## src/rtl/stream_pkg.sv

```systemverilog
// rtl/stream_pkg.sv - shared packing-mode and FSM state types for the stream packer
package stream_pkg;

  typedef enum logic [1:0] {
    MODE_CONCAT    = 2'd0,
    MODE_REVERSE   = 2'd1,
    MODE_REPLICATE = 2'd2,
    MODE_RSVD      = 2'd3
  } pack_mode_t;

  typedef enum logic {
    FILL = 1'b0,
    HOLD = 1'b1
  } pack_state_t;

endpackage

```

## src/rtl/packer_slot_reg.sv

```systemverilog
// rtl/packer_slot_reg.sv - N x W field slot register file with indexed write, flat read-out
module packer_slot_reg #(
  parameter int W     = 2,
  parameter int N     = 5,
  parameter int IDX_W = $clog2(N)
) (
  input  logic             clk,
  input  logic             rst,
  input  logic             we_i,
  input  logic [IDX_W-1:0] idx_i,
  input  logic [W-1:0]     wdata_i,
  output logic [N*W-1:0]   slots_o
);

  logic [N*W-1:0] slots_q;
  logic [N*W-1:0] slots_d;

  always_comb begin
    slots_d = slots_q;
    for (int i = 0; i < N; i++) begin
      if (we_i && (idx_i == IDX_W'(i))) begin
        slots_d[i*W +: W] = wdata_i;
      end
    end
  end

  always_ff @(posedge clk) begin
    if (rst) begin
      slots_q <= '0;
    end else begin
      slots_q <= slots_d;
    end
  end

  assign slots_o = slots_q;

endmodule

```

## src/rtl/stream_concat_packer.sv

```systemverilog
// rtl/stream_concat_packer.sv - collects N W-bit beats into one registered packed word
// STREAM_CONCAT_PACKER_REPLICATE_EN builds mode 2 replication; otherwise mode 2 is reserved.
module stream_concat_packer #(
  parameter int W   = 2,
  parameter int N   = 5,
  parameter int REP = 3
) (
  input  logic               clk,
  input  logic               rst,
  input  logic               in_valid,
  output logic               in_ready,
  input  logic [W-1:0]       in_data,
  input  logic [1:0]         in_mode,
  output logic               out_valid,
  input  logic               out_ready,
  output logic [N*W*REP-1:0] out_data,
  output logic               mode_err
);
  import stream_pkg::*;

  localparam int CW = $clog2(N);
  localparam int BW = N * W;
  localparam int OW = N * W * REP;

  pack_state_t      state_q, state_d;
  logic [CW-1:0]    cnt_q;
  pack_mode_t       mode_q;
  logic [OW-1:0]    out_data_q;
  logic             mode_err_q;
  logic             accept;
  logic             last_beat;
  logic [BW-1:0]    slots;
  logic [BW-1:0]    slots_all;
  logic [BW-1:0]    base_fwd;
  logic [OW-1:0]    packed_d;

  function automatic logic is_rsvd(input pack_mode_t m);
`ifdef STREAM_CONCAT_PACKER_REPLICATE_EN
    return m == MODE_RSVD;
`else
    return (m == MODE_RSVD) || (m == MODE_REPLICATE);
`endif
  endfunction

  packer_slot_reg #(.W(W), .N(N), .IDX_W(CW)) u_slots (
    .clk     (clk),
    .rst     (rst),
    .we_i    (accept),
    .idx_i   (cnt_q),
    .wdata_i (in_data),
    .slots_o (slots)
  );

  always_ff @(posedge clk) begin
    if (rst) begin
      state_q <= FILL;
    end else begin
      state_q <= state_d;
    end
  end

  always_comb begin
    state_d   = state_q;
    in_ready  = 1'b0;
    out_valid = 1'b0;
    accept    = 1'b0;
    last_beat = 1'b0;
    case (state_q)
      FILL: begin
        in_ready = 1'b1;
        if (in_valid) begin
          accept = 1'b1;
          if (cnt_q == CW'(N - 1)) begin
            last_beat = 1'b1;
            state_d   = HOLD;
          end
        end
      end
      HOLD: begin
        out_valid = 1'b1;
        if (out_ready) state_d = FILL;
      end
      default: state_d = FILL;
    endcase
  end

  // The last beat is not in the slot file yet, so merge it in before packing.
  always_comb begin
    slots_all = slots;
    slots_all[(N-1)*W +: W] = in_data;
    base_fwd = '0;
    for (int i = 0; i < N; i++) begin
      base_fwd[(N-1-i)*W +: W] = slots_all[i*W +: W];
    end
    packed_d = '0;
    case (mode_q)
      MODE_REVERSE: packed_d[BW-1:0] = slots_all;
`ifdef STREAM_CONCAT_PACKER_REPLICATE_EN
      MODE_REPLICATE: begin
        for (int r = 0; r < REP; r++) begin
          packed_d[r*BW +: BW] = base_fwd;
        end
      end
`endif
      default: packed_d[BW-1:0] = base_fwd;
    endcase
  end

  always_ff @(posedge clk) begin
    if (rst) begin
      cnt_q      <= '0;
      mode_q     <= MODE_CONCAT;
      out_data_q <= '0;
      mode_err_q <= 1'b0;
    end else begin
      mode_err_q <= 1'b0;
      if (accept) begin
        if (cnt_q == '0) begin
          mode_q     <= pack_mode_t'(in_mode);
          mode_err_q <= is_rsvd(pack_mode_t'(in_mode));
        end
        if (last_beat) begin
          cnt_q      <= '0;
          out_data_q <= packed_d;
        end else begin
          cnt_q <= cnt_q + 1'b1;
        end
      end
    end
  end

  assign out_data = out_data_q;
  assign mode_err = mode_err_q;

endmodule
```

## config.mk

```make
export PLATFORM = sky130hd
export DESIGN_NAME = stream_concat_packer
export DESIGN_NICKNAME = d
export VERILOG_FILES = /design/src/rtl/stream_pkg.sv /design/src/rtl/packer_slot_reg.sv /design/src/rtl/stream_concat_packer.sv
export SDC_FILE = /design/constraint.sdc
export NUM_CORES = 1
export LEC_CHECK = 0
export CORE_MARGIN = 2
export CORE_UTILIZATION = 35
export CTS_BUF_LIST = sky130_fd_sc_hd__clkbuf_8
export DETAILED_ROUTE_END_ITERATION = 7
export DONT_BUFFER_PORTS = 1
export GPL_ROUTABILITY_DRIVEN = 0
export GPL_TIMING_DRIVEN = 0
export PLACE_DENSITY = 0.49
export SYNTH_ARGS = -nofsm -noshare
export SYNTH_HDL_FRONTEND = slang
export SYNTH_SLANG_ARGS = --single-unit
```

## constraint.sdc

```tcl
create_clock -name clk -period 2.41 [get_ports clk]
set_clock_uncertainty 0.2 [all_clocks]
set_input_delay 0.482 -clock clk [delete_from_list [all_inputs] [get_ports clk]]
set_output_delay 0.482 -clock clk [all_outputs]
set_load 0.05 [all_outputs]
```

==> impl_metrics.tcl <==
set metrics [dict create \
    antenna_found_initial 0 \
    grt_pass1_vias 859 \
    cts_tree "yes" \
    final.setup.tns_ns 0 \
    crit_type "reg2out" \
    grt_setup_unrepaired "no" \
    synth.distinct_cells 24 \
    maxCapViolCount 0 \
    insertion_delay_ns 0.26 \
    overflow 0 \
    cts-hold-fix-buffers 0 \
    critPathLaunchType "flip-flop" \
    crit_family "flip-flops" \
    clkTransAtPathRegs_ns 0.08 \
    viasPerCell 4.30 \
    path_depth 1 \
    synth_top_area_cell "dfxtp_1" \
    wl_per_cell_um 11.7 \
    core-area_mm2 0.00361 \
    synth_enable_flop_cells 0 \
    ys_ff_latch 25 \
    drive_above_1_share_pct 25.7 \
    ff2ff_setup_slack_ns 0.64 \
    vias 859 \
    timing.final.ws_setup_ns 0.268 \
    synth_warnings 0 \
    grt_max_degree 14 \
    slowest_stage "dfxtp_1" \
    routed_wl_um 2340 \
    routed-wl-met2_um 1120 \
    worst_pin_slew_ns 0.696 \
    h-tree-depth 1 \
    wl_met3_um 161 \
    cts_sinks 25 \
    startpoint "state_q" \
    synth_top_area_share_pct 38.8 \
    r2r-start "state_q" \
    power.density_mw_per_mm2 577 \
    setup_violations 0 \
    area_growth_pct 13.7 \
    end_kind "output port" \
    worstSetupEndpoint "in_ready" \
    async_reset_ff_share_pct 0 \
    fin_nets 166 \
    grt_pass1_wl_um 3910 \
    cp_slowest_stage_delay_ns 0.78 \
    placedInstanceArea_mm2 0.00142 \
    final_antenna_net_count 0 \
    dieArea_mm2 0.00418 \
    cts_resized 0 \
    hpwl_um 1770 \
    cts_root_buf "clkbuf_8" \
    drv_slew 0 \
    dieHeight_um 64.7 \
    r2r_cells 4 \
    period_needed_ns 2.14 \
    seq_area_frac_synth_pct 38.8 \
    top_layer "met4" \
    syn_area_mm2 0.00129 \
    fill_cells 368 \
    remaining_drc_errors 0 \
    status "finished clean" \
    firstDrtPassIters 4 \
    fmaxAchievable_mhz 467 \
    num_rows 22 \
    pre_cts_ws_ns 0.560 \
    die_width_um 64.7 \
    syn_inst 129 \
    portBuffers 0 \
    cts_buffers 3 \
    drtIter0Drc 31 \
    crit_chain "inv_1" \
    synth_area_leaders "dfxtp_1, mux2i_1, buf_4, a211oi_2, nor2_1" \
    r2r_end "state_q" \
    synth_top_flop_cell "dfxtp_1" \
    p_leak_nw 0.677 \
    finalHoldViolCount 0 \
    cts_buffer_depth 2 \
    start_util_pct 35.7 \
    postCtsSetupRepairBufs 0 \
    stdcell_area_mm2 0.00147 \
    track_usage_pct 12.2 \
    hp-class "in2reg" \
    crit_fanout 9 \
    crit_arrival_ns 1.46 \
    syn_area_per_cell_um2 9.99 \
    boundaryPins 41 \
    ir_worst_vdd_mv 0.383 \
    crit_buf_inv 1 \
    met1_length_um 1040 \
    relSlewSlack_pct 53.6 \
    required_ns 1.73 \
    period_share_pct 88.9 \
    n_antenna_cell 0 \
]
## state kept, by name, summed over array words and instances, names as in the netlist
register,cells
out_data,10
u_slots.slots_o,8
cnt_q,3
mode_q,2
mode_err,1
state_q,1
## where the power goes
group	internal, W	switching [W]	leakage (nW)
Combinational	0.0000547	0.000110	0.447
Sequential	0.000425	0.0000157	0.203
Clock	0.000114	0.000126	0.0269
## metrics by stage
step / hold WS (ns) / total power, W / instances / util [%]
after CTS: 0.158 / 0.000860 / 200 / 40.6
after detailed placement: 0.290 / 0.000615 / 196 / 39.4
after global placement: 0.267 / 0.000613 / 196 / 39.4
final: 0.165 / 0.000845 / 200 / 40.6
after floorplan: 0.251 / 0.000601 / 148 / -
after global routing: 0.161 / 0.000887 / 200 / 40.6
## layout by cell type (no fill, tap or decap)
cell type,count
a211o_1,1
a211oi_2,8
a21oi_1,3
and3b_1,1
and4b_4,1
and4bb_2,2
buf_1,1
buf_2,1
buf_4,22
buf_6,1
clkbuf_1,1
clkbuf_2,1
clkbuf_8,3
conb_1,20
dfxtp_1,25
ha_1,5
inv_1,6
mux2i_1,21
nand2_1,2
nand2b_1,2
nand3b_1,1
nor2_1,21
nor3_1,1
nor4bb_1,1
or3_1,1
## how the worst min path moves through the flow
| stage | from | to | slack (ns) | cells after the start |
|---|---|---|---|---|
| after global placement | mode_q[1] | mode_q[1] | 0.27 | 2 |
| after floorplan | mode_q[1] | mode_q[1] | 0.25 | 2 |
| final | in_data[0] | u_slots.slots_o[4] | 0.17 | 2 |
| after detailed placement | mode_q[1] | mode_q[1] | 0.29 | 2 |
| after CTS | in_data[0] | u_slots.slots_o[4] | 0.16 | 2 |
| after global routing | in_data[1] | u_slots.slots_o[7] | 0.16 | 2 |
## area by class of cell
class	count	area [µm²]	share of cell area, %
flip-flops and latches	25	500	34.2
plain buffers	27	194	13.2
multi-input cells	91	647	44.2
well taps	48	60.1	4.10
clock inverters	1	3.75	0.256
inverters	5	18.8	1.28
clock buffers	3	41.3	2.82
## kinds of logic after synthesis
group | after synthesis | synth area share, %
other | 1 | 0.291
AO/OA/AOI/OAI | 12 | 9.61
flip-flops | 25 | 38.8
buffers and inverters | 32 | 16.5
multiplexers | 21 | 16.3
adder cells (fa/ha/maj) | 5 | 4.85
AND/OR/NAND/NOR | 33 | 13.6
## synth_stat cells, types with 2 or more instances
| cell type | n |
|---|---|
| dfxtp_1 | 25 |
| buf_4 | 22 |
| mux2i_1 | 21 |
| nor2_1 | 21 |
| a211oi_2 | 8 |
| ha_1 | 5 |
| inv_1 | 5 |
| a21oi_1 | 3 |
| and4bb_2 | 2 |
| nand2_1 | 2 |
| nand2b_1 | 2 |
## layer usage
layer	global-route usage, %	up-vias
met5	0	-
met3	2.43	2
met1	14.5	391
li1	-	439
met2	21.2	27
met4	5.59	0
(Power assumes the default switching activity.)
